### src/rtl/can_sched_pkg.sv
// Shared types and constants for the CAN transmit scheduler.
package can_sched_pkg;

    localparam int COBID_W = 11;
    localparam int DLC_W   = 4;
    localparam int DATA_W  = 64;

    typedef enum logic [1:0] {
        IDLE = 2'd0,
        SEND = 2'd1,
        GAP  = 2'd2,
        RESP = 2'd3
    } sched_state_t;

    localparam logic [1:0] ST_OK         = 2'b00;
    localparam logic [1:0] ST_RETRY_FAIL = 2'b01;
    localparam logic [1:0] ST_TIMEOUT    = 2'b10;

    // One frame as presented to the generator.
    typedef struct packed {
        logic [COBID_W-1:0] id;
        logic [DLC_W-1:0]   dlc;
        logic [DATA_W-1:0]  data;
    } frame_t;

endpackage

### src/rtl/rr_arbiter.sv
// Round-robin pick: first asserted request at or after ptr, wrapping modulo N.
module rr_arbiter #(
    parameter int N  = 4,
    parameter int IW = (N > 1) ? $clog2(N) : 1
) (
    input  logic [N-1:0]  req,
    input  logic [IW-1:0] ptr,
    output logic [N-1:0]  grant,
    output logic [IW-1:0] grant_idx
);

    // Scan N positions starting at ptr; the first requester found wins.
    always_comb begin
        int            pos;
        logic [IW-1:0] idx;
        logic          found;
        grant     = '0;
        grant_idx = '0;
        found     = 1'b0;
        pos       = 0;
        idx       = '0;
        for (int i = 0; i < N; i++) begin
            pos = int'(ptr) + i;
            if (pos >= N) pos = pos - N;
            idx = IW'(pos);
            if (!found && req[idx]) begin
                found      = 1'b1;
                grant[idx] = 1'b1;
                grant_idx  = idx;
            end
        end
    end

endmodule

### src/rtl/can_tx_scheduler.sv
// Arbitrates frame requests onto one CAN frame generator with retry,
// per-attempt timeout and a per-transaction status response.
module can_tx_scheduler
    import can_sched_pkg::*;
#(
    parameter int NREQ        = 4,
    parameter int MAX_RETRY   = 3,
    parameter int GAP_CYC     = 8,
    parameter int TIMEOUT_CYC = 20000
) (
    input  logic                    clk,
    input  logic                    rst,
    input  logic                    sched_en,
    input  logic [NREQ-1:0]         req_valid,
    output logic [NREQ-1:0]         req_ready,
    input  logic [NREQ*COBID_W-1:0] req_id,
    input  logic [NREQ*DLC_W-1:0]   req_dlc,
    input  logic [NREQ*DATA_W-1:0]  req_data,
    output logic                    gen_start,
    output logic [COBID_W-1:0]      gen_id,
    output logic [DLC_W-1:0]        gen_dlc,
    output logic [DATA_W-1:0]       gen_data,
    input  logic                    gen_done,
    input  logic                    gen_lost,
    output logic                    resp_valid,
    output logic [2:0]              resp_src,
    output logic [1:0]              resp_status,
    output logic                    busy
);

    localparam int IW = (NREQ > 1) ? $clog2(NREQ) : 1;
    localparam int RW = ($clog2(MAX_RETRY + 1) > 0) ? $clog2(MAX_RETRY + 1) : 1;
    localparam int GW = ($clog2(GAP_CYC + 1) > 0) ? $clog2(GAP_CYC + 1) : 1;
    localparam int TW = 20;

    sched_state_t      state, state_nxt;
    frame_t [NREQ-1:0] req_frame;
    frame_t            frame_q;
    logic [NREQ-1:0]   grant, req_ready_q;
    logic [IW-1:0]     grant_idx, rr_ptr, src_q;
    logic [TW-1:0]     timer_q;
    logic [GW-1:0]     gap_q;
    logic [RW-1:0]     retry_q;
    logic [1:0]        status_q, status_nxt;
    logic              grant_fire, retry_fire, resp_fire, send_entry;

    for (genvar g = 0; g < NREQ; g++) begin : g_unpack
        assign req_frame[g] = '{id:   req_id[COBID_W*g +: COBID_W],
                                dlc:  req_dlc[DLC_W*g +: DLC_W],
                                data: req_data[DATA_W*g +: DATA_W]};
    end

    rr_arbiter #(.N(NREQ), .IW(IW)) u_arb (
        .req       (req_valid),
        .ptr       (rr_ptr),
        .grant     (grant),
        .grant_idx (grant_idx)
    );

    // State register.
    always_ff @(posedge clk) begin
        if (rst) state <= IDLE;
        else     state <= state_nxt;
    end

    // Next-state selection; done beats lost beats timeout when they coincide.
    always_comb begin
        state_nxt  = state;
        status_nxt = ST_OK;
        grant_fire = 1'b0;
        retry_fire = 1'b0;
        resp_fire  = 1'b0;
        unique case (state)
            IDLE: begin
                if (sched_en && |req_valid) begin
                    state_nxt  = SEND;
                    grant_fire = 1'b1;
                end
            end
            SEND: begin
                if (gen_done) begin
                    state_nxt  = RESP;
                    resp_fire  = 1'b1;
                    status_nxt = ST_OK;
                end else if (gen_lost) begin
                    if (retry_q == RW'(MAX_RETRY)) begin
                        state_nxt  = RESP;
                        resp_fire  = 1'b1;
                        status_nxt = ST_RETRY_FAIL;
                    end else begin
                        state_nxt  = GAP;
                        retry_fire = 1'b1;
                    end
                end else if (timer_q == TW'(TIMEOUT_CYC - 1)) begin
                    state_nxt  = RESP;
                    resp_fire  = 1'b1;
                    status_nxt = ST_TIMEOUT;
                end
            end
            GAP: begin
                if (gap_q == GW'(GAP_CYC - 1)) state_nxt = SEND;
            end
            RESP:    state_nxt = IDLE;
            default: state_nxt = IDLE;
        endcase
    end

    assign send_entry = (state_nxt == SEND) && (state != SEND);

    // Frame latch, counters, status and round-robin pointer.
    always_ff @(posedge clk) begin
        if (rst) begin
            frame_q     <= '0;
            src_q       <= '0;
            rr_ptr      <= '0;
            retry_q     <= '0;
            timer_q     <= '0;
            gap_q       <= '0;
            status_q    <= ST_OK;
            req_ready_q <= '0;
        end else begin
            req_ready_q <= '0;
            if (grant_fire) begin
                frame_q     <= req_frame[grant_idx];
                src_q       <= grant_idx;
                retry_q     <= '0;
                req_ready_q <= grant;
            end
            if (retry_fire) retry_q <= retry_q + 1'b1;
            if (send_entry)         timer_q <= '0;
            else if (state == SEND) timer_q <= timer_q + 1'b1;
            if (state == GAP) gap_q <= gap_q + 1'b1;
            else              gap_q <= '0;
            if (resp_fire) status_q <= status_nxt;
            if (state == RESP)
                rr_ptr <= (src_q == IW'(NREQ - 1)) ? '0 : src_q + 1'b1;
        end
    end

    assign req_ready   = req_ready_q;
    assign gen_start   = (state == SEND);
    assign gen_id      = frame_q.id;
    assign gen_dlc     = frame_q.dlc;
    assign gen_data    = frame_q.data;
    assign resp_valid  = (state == RESP);
    assign resp_src    = (state == RESP) ? 3'(src_q) : 3'd0;
    assign resp_status = (state == RESP) ? status_q : 2'b00;
    assign busy        = (state != IDLE);

endmodule

### config.mk
export PLATFORM = sky130hd
export DESIGN_NAME = can_tx_scheduler
export DESIGN_NICKNAME = d
export VERILOG_FILES = /design/src/rtl/can_sched_pkg.sv /design/src/rtl/rr_arbiter.sv /design/src/rtl/can_tx_scheduler.sv
export SDC_FILE = /design/constraint.sdc
export NUM_CORES = 1
export LEC_CHECK = 0
export ABC_AREA = 1
export CORE_AREA = 2 2 160 162
export CTS_CLUSTER_SIZE = 12
export DETAILED_ROUTE_END_ITERATION = 12
export DIE_AREA = 0 0 162 164
export PLACE_DENSITY = 0.69
export REMOVE_ABC_BUFFERS = 1
export SYNTH_ARGS = -nofsm -noshare
export SYNTH_HDL_FRONTEND = slang
export SYNTH_SLANG_ARGS = --single-unit
### constraint.sdc
create_clock -name clk -period 2.95 [get_ports clk]
set_input_delay 0.59 -clock clk [delete_from_list [all_inputs] [get_ports clk]]
set_output_delay 0.59 -clock clk [all_outputs]
set_load 0.03 [all_outputs]
==> results of run 1 <==
[synth_stat cells]
master | n | area [µm²]
dfxtp_1 | 117 | 2340
nand3_1 | 295 | 1480
a31oi_1 | 1 | 6.26
nand2_4 | 1 | 11.3
nand3b_1 | 1 | 7.51
o221ai_1 | 1 | 8.76
inv_1 | 241 | 905
buf_1 | 6 | 22.5
clkbuf_1 | 35 | 131
nand3_2 | 1 | 10.0
o21ai_0 | 59 | 295
nand2_2 | 4 | 25.0
ha_1 | 8 | 100
nand4_1 | 10 | 62.6
nor3_1 | 10 | 50.1
buf_4 | 13 | 97.6
a21boi_0 | 1 | 7.51
nor2_2 | 1 | 6.26
nor2_1 | 279 | 1050
inv_2 | 3 | 11.3
o211ai_1 | 2 | 15.0
buf_2 | 31 | 155
a22oi_1 | 4 | 30.0
buf_6 | 8 | 90.1
o21a_1 | 3 | 22.5
nor3b_1 | 1 | 7.51
a211oi_1 | 1 | 7.51
nand2_1 | 333 | 1250
nor4_1 | 2 | 12.5
a21oi_2 | 1 | 8.76
a21oi_1 | 25 | 125
conb_1 | 1 | 3.75
xor2_1 | 2 | 17.5
[stage by stage]
stage	power (W)	setup WS, ns	cell area (µm²)	TNS (ns)
5_1_grt	0.00680	0.0209	13400	0
6_report	0.00642	0.264	13400	0
3_5_place_dp	0.00432	0.0265	12800	0
3_3_place_gp	0.00430	0.104	12800	0
4_1_cts	0.00648	0.133	13400	0
2_1_floorplan	0.00313	-1.54	7870	-122.94
[cell type report]
class / instances / area (µm²)
Clock buffer: 22 / 484
Tap cell: 330 / 413
Multi-Input combinational cell: 1047 / 4660
Antenna cell: 3 / 7.51
Sequential cell: 117 / 2340
Inverter: 244 / 918
Fill cell: 2532 / 11400
Timing Repair Buffer: 440 / 4490
Clock inverter: 10 / 121
[cell families after synthesis]
family / after synthesis
AOI/OAI and AO/OA: 98
xor gates and xnor gates: 2
buffers and inverters: 337
adders and majority gates: 8
DFF: 117
and+or+nand+nor: 938
other: 1
[per-layer routing]
| metal | wire (µm) | track usage [%] | part of all wire [%] | vias to the layer above |
|---|---|---|---|---|
| li1 | - | - | - | 5380 |
| met1 | 13300 | 27.6 | 41 | 4699 |
| met2 | 15900 | 41.3 | 49 | 339 |
| met3 | 2190 | 6.26 | 6.7 | 73 |
| met4 | 1300 | 10.7 | 4.0 | 0 |
| met5 | 0 | 0 | 0 | - |
[final timing paths]
path	from	endpoint	slack [ns]	depth (start not counted)
max	rr_ptr[1]	gen_id[9]	0.26	14
max reg2reg	rr_ptr[1]	gen_id[9]	0.26	14
min	gap_q[0]	gap_q[0]	0.45	1
min reg2reg	gap_q[0]	gap_q[0]	0.45	1
[flip-flops by register name, indices dropped and copies added, names as in the netlist]
name       count
gen_data      64
retry_q        2
status_q       2
gap_q          4
timer_q       20
gen_dlc        4
src_q          2
state          2
req_ready      4
rr_ptr         2
gen_id        11
[power groups by stage]
stage	Clock, W	Sequential [W]	Combinational [W]
after floorplan	0	0.00214	0.000995
after CTS	0.00218	0.00183	0.00247
after global placement	0	0.00185	0.00245
final	0.00213	0.00183	0.00247
after global routing	0.00224	0.00185	0.00271
after detailed placement	0	0.00186	0.00246
==> impl_results.md, run 1 <==
* Tcrit/Tclk final at about nine tenths
* Post-cts sizing count at 0
* Max clock buf depth at 2
* Setup Skew at roughly 0.016 ns
* WHS at around 0.45 ns
* Setup CP Type: reg2reg
* Die W at 162 µm
* Worst-margin pin slew at 0.555 ns
* # clock sinks at approximately 120
* Antenna violations before repair at 3
* Syn_area_per_cell at 5.58 µm²
* Largest net degree at the start of global routing at between 80 and 90
* CTS Buf Count at 17
* Most common cell after layout, fill and taps aside: clkdlybuf4s50_1
* CTS tree: done
* Largest family of logic cells by synthesized area: simple AND/OR/NAND/NOR gates
* Via count at approximately 10000
* Row count at 58
* Net Switching at roughly 0.0023 W
* DRC viols at 0
* Netlist cell types at 33
* PortBufs at ~410
* Slowest cell on the critical path: dfxtp_1
* Vert. Die Dim at roughly 160 µm
* Post-Syn Instances at around 1500
* Post-synthesis xor/xnor area fraction at less than 1%
* Clock power share at roughly a third
* Simple-Gate Fraction of Synth Area at between 40% and 50%
* Most frequent CP cell: nand2_1
* Core ar. at 0.0248 mm²
* CTS clk-pin slew, worst paths at 0.05 ns
* Post-layout util at a little over half
* Post-synthesis mux area share at 0%
* Final ANT Viol Nets at 0
* Max_slew headroom at between 60% and 70%
* Max-Cap Viols at 0
* Final hold vios at 0
* Layout cell share with drive strength beyond 1 at between 3 and 4%
* Synth Area in Compound Gates at under 10%
* # hold bufs at CTS at 0
* Die area at ~0.027 mm²
* Total Routing Usage GR at roughly a quarter
* Cell Area, Synth at ~0.0084 mm²
* Worst Path Required at about 3.3 ns
* Fin cells at roughly 2200
* Pint at approximately 0.0042 W
* Commonest non-fill, non-tap cells in the layout: clkdlybuf4s50_1 (413), nand2_1 (332), nand3_1 (295)
* GR Overflow Total at 0
* Vias in the first global route at roughly 9700
* WP data arrival at roughly 3.1 ns
* VDD IR max at between 0.2 and 0.3 mV
* Via density at between 4 and 5
* First-pass GRT wire length at around 50000 µm
* Crit path cell chain: inv_1 > ha_1 > inv_1 > nand3_1 > nand2_1 > nand3_2 > nand2_1 > nand2_1 > nand2_2 > buf_4 > nand3_1 > nand3_1 > nand2_1 > inv_1
* Starting DRC count in detailed routing at 622
* Sequential share of power at between 20% and 30%
* Placed cells at approximately 2200
* Combinational power share at 38.4%
* Status: completed
* Post-DR wirelength/cell at roughly 15 µm
* Synthesis Warnings at 0
* HP Class: reg2reg
* F_max at 372 MHz
* Gpl congestion at approximately 0.9
* Clk root buf: clkbuf_16
* Final net count at 2200
* Sequential area share after synthesis at between 20 and 30%
* Switching share of total power at 35.1%
* Final setup viols at 0
* Layout area overhead at 60.5%
* Detailed Place HPWL at approximately 24000 µm
* Cell Pwr Density at between 400 and 500 mW/mm²
* Worst setup EP type: flip-flop
* FF+latch count, synth at between 100 and 150
* Leak pwr at about 6.6 nW
* RSZ-0062 raised after global routing: false
* Adder-cell share of the synthesized area at under 10%
* WL final at ~33000 µm
* Clk_lat worst skew at 0.42 ns
* # IOs at around 420
* Startpoint Class: flip-flop
* Postcts setup bufs at 0
* Post-layout min period at ~2.7 ns
* H-tree levels at 4
* Worst path buffer plus inverter count at 4
* Pre-antenna DRT Iters at 5
* Effective utilization at floorplan at 33.7%
* Critical Path Fanout Max at 23
* Slowest Stage Delay on Critical Path at ~0.43 ns
* Count of pins over their slew limit at 0
* CP top delay family: simple AND/OR/NAND/NOR gates
Power figures use the tool's default switching activity.
==> inputs of run 2 (changes only) <==
==> constraint.sdc (replaced) <==
create_clock -name clk -period 2.95 [get_ports clk]
set_input_delay 0.885 -clock clk [delete_from_list [all_inputs] [get_ports clk]]
set_output_delay 0.885 -clock clk [all_outputs]
set_load 0.03 [all_outputs]
==> impl_results.md, run 2 (synthesized netlist as in run 1, its figures left out) <==
* Status: completed
* Via density at around 4.7
* # clock sinks at between 100 and 150
* Post-layout util at around 55%
* Worst path buffer plus inverter count at 1
* Antenna violations before repair at 3
* # IOs at roughly 420
* VDD IR max at between 0.3 and 0.4 mV
* Final setup viols at 0
* Post-DR wirelength/cell at 14.8 µm
* CTS Buf Count at 17
* Clk_lat worst skew at between 0.4 and 0.5 ns
* Max clock buf depth at 2
* Filler instances at 2502
* H-tree levels at 4
* Die W at between 150 and 200 µm
* Max_slew headroom at a little under two thirds
* CP top delay family: buffers and inverters
* Crit path cell chain: nand2_1 > nor2_1 > clkdlybuf4s50_1
* Max reg flops at 64
* HP Class: reg2reg
* Via count at 10512
* Final ANT Viol Nets at 0
* Largest net degree at the start of global routing at 68
* Detailed Place HPWL at between 20000 and 25000 µm
* DRC viols at 0
* # hold bufs at CTS at 0
* RSZ-0062 raised after global routing: false
* Gpl congestion at a little under 0.9
* Tcrit/Tclk final at about nine tenths
* Final net count at 2210
* Worst Path Required at 2.07 ns
* Effective utilization at floorplan at roughly a third
* Design area at between 0.01 and 0.015 mm²
* Vias in the first global route at slightly below 10000
* CTS clk-pin slew, worst paths at approximately 0.050 ns
* Setup CP Type: reg2out
* Clk root buf: clkbuf_16
* Post-layout min period at roughly 2.7 ns
* WP data arrival at between 1.5 and 2 ns
* Starting DRC count in detailed routing at between 600 and 700
* Slowest Stage Delay on Critical Path at 0.68 ns
* DP Area at about 0.013 mm²
* GR Overflow Total at 0
* Setup TNS at 0 ns
* CTS tree: done
* Count of pins over their slew limit at 0
* Leak pwr at between 6 and 7 nW
* Post-layout worst setup margin at approximately 0.25 ns
* Startpoint Class: flip-flop
* First-pass GRT wire length at roughly 50000 µm
* Worst setup EP type: output port
* Die area at ~0.027 mm²
* Vert. Die Dim at between 150 and 200 µm
* Core ar. at 0.0248 mm²
* Critical Path Fanout Max at 9
* Setup Skew at about 0.013 ns
* Final hold vios at 0
* Layout area overhead at 62.9%
* Layout cell share with drive strength beyond 1 at under 10%
* Total Routing Usage GR at about a quarter
* Most common cell after layout, fill and taps aside: clkdlybuf4s50_1
* Row count at between 50 and 60
* F_max at approximately 370 MHz
* Max-Cap Viols at 0
* Pre-antenna DRT Iters at 5
* PortBufs at between 400 and 500
* Slowest cell on the critical path: clkdlybuf4s50_1
* WHS at approximately 0.45 ns
* Commonest non-fill, non-tap cells in the layout: clkdlybuf4s50_1 (413), nand2_1 (332), nand3_1 (295)
* WL final at about 33000 µm
* Post-Place Setup Slack at -0.0508 ns
* Worst-margin pin slew at around 0.54 ns
* Cell Pwr Density at 491 mW/mm²
run 2: cell types whose count changed in the layout (fill, tap and decap cells not counted), sizes merged:
cell      change
buf          +10
clkbuf        -4
bufinv        +3
diode         +2
clkinv        +1
clkinvlp      -1
inv           +1
run 2: metal layers:
layer  part of all wire, %  vias up  global-route usage, %
li1                      -     5394                      -
met1                    40     4705                   27.5
met2                    50      367                   42.7
met3                   7.6       46                   6.72
met4                   2.5        0                   8.33
met5                     0        -                      0
run 2: power breakdown:
part | internal (W) | total, W | switching, W | leakage (nW)
combinational | 0.00112 | 0.00251 | 0.00138 | 5.38
clock | 0.00153 | 0.00236 | 0.000829 | 0.313
sequential | 0.00174 | 0.00183 | 0.0000878 | 0.962
total | 0.00440 | 0.00669 | 0.00230 | 6.65
run 2: area by class of cell:
class	count	area, µm²	share of cell area (%)
antenna	5	12.5	0.0918
timing repair buffer	450	4640	34.0
sequential	117	2340	17.2
tap	330	413	3.03
clock buffer	18	439	3.22
inverter	244	918	6.74
multi-input combinational	1047	4640	34.1
clock inverter	14	225	1.65
run 2: worst paths after layout:
path         depth (start not counted)        endpoint  slack [ns]  startpoint
min                                  1        gap_q[0]        0.45    gap_q[0]
max                                  3  resp_status[1]        0.25    state[0]
max reg2reg                         15    gen_data[47]        0.37   rr_ptr[1]
min reg2reg                          1        gap_q[0]        0.45    gap_q[0]
run 2: stage by stage:
step                      cells  power (W)
after floorplan            1408    0.00313
after global placement     2188    0.00434
after detailed placement   2188    0.00437
after CTS                  2220    0.00676
after global routing       2223    0.00706
final                      2225    0.00669
run 2: repair_timing:
item,4_1_cts,5_1_grt
gates resized for setup,0,1
endpoints found under the setup margin,0,2
buffers inserted,0,0
==> inputs of run 3 (changes only) <==
Settings changed: PLACE_DENSITY 0.69 to unset, SYNTH_HIERARCHICAL set to 1.
==> impl_results.md, run 3 <==
* Status: completed
* Netlist cell types at 43
* Post-Syn Instances at between 1000 and 1500
* Count of pins over their slew limit at 0
* CTS tree: done
* Max reg flops at 64
* Max-Cap Viols at 0
* WHS at 0.448 ns
* Row count at slightly below 60
* Syn_area_per_cell at 6.36 µm²
* Fin cells at ~1900
* Net Switching at approximately 0.0022 W
* Most common cell after layout, fill and taps aside: clkdlybuf4s50_1
* Cell Pwr Density at about 500 mW/mm²
* Placed cells at 1851
* FF+latch count, synth at approximately 120
* Post-layout util at ~50%
* Die area at between 0.02 and 0.03 mm²
* Post-layout min period at 2.80 ns
* Worst Path Required at about 3.3 ns
* Clk_lat worst skew at around 0.42 ns
* First-pass GRT wire length at 47500 µm
* Sequential share of power at between 20% and 30%
* Cell Area, Synth at 0.00715 mm²
* Metal3 WL at between 1500 and 2000 µm
* Layout cell share with drive strength beyond 1 at under 10%
* Synthesis Warnings at 6
* Clk root buf: clkbuf_16
* Met2 WL post-DR at about 15000 µm
* Combinational power share at 39.2%
* Layout area overhead at 78.6%
* Commonest non-fill, non-tap cells in the layout: clkdlybuf4s50_1 (413), nor2_1 (357), o21ai_0 (239)
* Worst setup EP type: flip-flop
* # clock sinks at between 100 and 150
* # hold bufs at CTS at 0
* Setup Skew at ~0.014 ns
* Gpl congestion at around 0.90
* Post-DR wirelength/cell at roughly 17 µm
* HP Class: reg2reg
* Final setup viols at 0
* Starting DRC count in detailed routing at ~500
* DRC viols at 0
* CTS clk-pin slew, worst paths at approximately 0.06 ns
* Post-synth top flop: dfxtp_1
* Top-count cell post-synth: nor2_1
* Antenna violations before repair at 5
* Max clock buf depth at 2
* Pre-antenna DRT Iters at 5
* Switching share of total power at 34.8%
* CTS Buf Count at 17
* Number of flops mapped to enable cells by yosys at 0
* Total Routing Usage GR at 23.1%
* Vert. Die Dim at around 160 µm
* Setup CP Type: in2reg
* Sequential area share after synthesis at around a third
* PortBufs at 414
* VDD IR max at 0.263 mV
* M1 WL at 13500 µm
* Pint at roughly 0.0042 W
* Detailed Place HPWL at roughly 24000 µm
* Die W at around 160 µm
* Tcrit/Tclk final at 95.0%
* Area contributors post-synth: dfxtp_1 (33%), nor2_1 (19%), o21ai_0 (17%)
* Setup TNS at 0 ns
* Core ar. at 0.0248 mm²
* # IOs at between 400 and 500
* Effective utilization at floorplan at 28.8%
* Startpoint Class: primary input
* H-tree levels at 4
* WP data arrival at between 3 and 4 ns
* GR Overflow Total at 0
* Asr flop ratio synth at 0%
* Final hold vios at 0
* Top sig layer: met4
* WL final at 31700 µm
* Largest net degree at the start of global routing at between 40 and 50
* Final ANT Viol Nets at 0
* Critical Path Fanout Max at 33
* Post-synth top area cell: dfxtp_1
* Commonest cells in the netlist: nor2_1 (359), o21ai_0 (240), dfxtp_1 (117)
* Vias in the first global route at roughly 8700
* Post-synth top area share at 32.8%
* F_max at 357 MHz
* Via count at 9136
* Clock power share at 32.7%
* Leak pwr at around 5.0 nW
* Final net count at roughly 1900
* Via density at 4.84
## run 3: cell count changes after synthesis, sizes merged, moves of 15 or more
cell   previous run  this run
a31oi             1        64
buf              58        43
inv             244        49
nand2           338        78
nand3           296        38
nor2            280       366
o21ai            59       247
o22ai             0        16
## run 3: repair_timing
action,CTS,global route
setup buffers,0,1
setup endpoints to repair,0,15
resized for setup,0,6
## run 3: routing by layer
layer	GRT usage [%]	up-vias
met1	28.2	4187
met2	39.2	286
li1	-	4619
met3	6.92	44
met4	7.48	0
met5	0	-
## run 3: cell families (layout without fill, tap and decap cells)
kind of cell,Yosys count,in the layout,synth area share (%)
AND/OR/NAND/NOR,500,500,29.7
AO/OA/AOI/OAI,359,359,26.9
buffers and inverters,133,563,8.30
flip-flops,117,117,32.8
adder cells (fa/ha/maj),9,9,1.58
XOR/XNOR,5,5,0.613
other,1,6,0.0525
## run 3: critical path: stages
cell,delay [ns]
clkdlybuf4s50_1,0.48
nand2_2,0.14
nand3_1,0.08
nand2_1,0.11
nand2_1,0.10
nor2_2,0.13
nor2_1,0.08
nor2_4,0.18
buf_12,0.14
inv_4,0.06
buf_12,0.16
o21ai_0,0.29
o22ai_1,0.12
nor2_1,0.10
nor2_1,0.05
## run 3: power groups by stage
| stage | sequential [W] | clock [W] | combinational (W) |
|---|---|---|---|
| detailed placement | 0.00184 | 0 | 0.00252 |
| CTS | 0.00182 | 0.00217 | 0.00253 |
| finish | 0.00182 | 0.00211 | 0.00253 |
| global placement | 0.00184 | 0 | 0.00252 |
| floorplan | 0.00212 | 0 | 0.000898 |
| global route | 0.00183 | 0.00224 | 0.00274 |
## run 3: layout make-up
type,instances,area [µm²]
fill,2430,12100
timing repair buffer,480,4940
multi-input combinational,874,4250
sequential,117,2340
clock buffer,18,439
tap,330,413
inverter,51,215
clock inverter,14,150
antenna,5,12.5
## run 3: final timing paths
kind	start	endpoint	slack, ns	cells past startpoint
worst min-delay path	gap_q[0]	gap_q[0]	0.45	1
worst min register to register	gap_q[0]	gap_q[0]	0.45	1
worst max register to register	rr_ptr[1]	gen_data[32]	0.23	16
worst max-delay path	req_valid[1]	gen_data[32]	0.15	15
## run 3: through the flow
stage          setup WS, ns  total power (W)  area [µm²]
2_1_floorplan         -6.92          0.00302        6760
3_3_place_gp         -0.415          0.00436       12100
3_5_place_dp         -0.398          0.00436       12100
4_1_cts              0.0289          0.00651       12700
5_1_grt            -0.00509          0.00682       12800
6_report              0.148          0.00646       12800
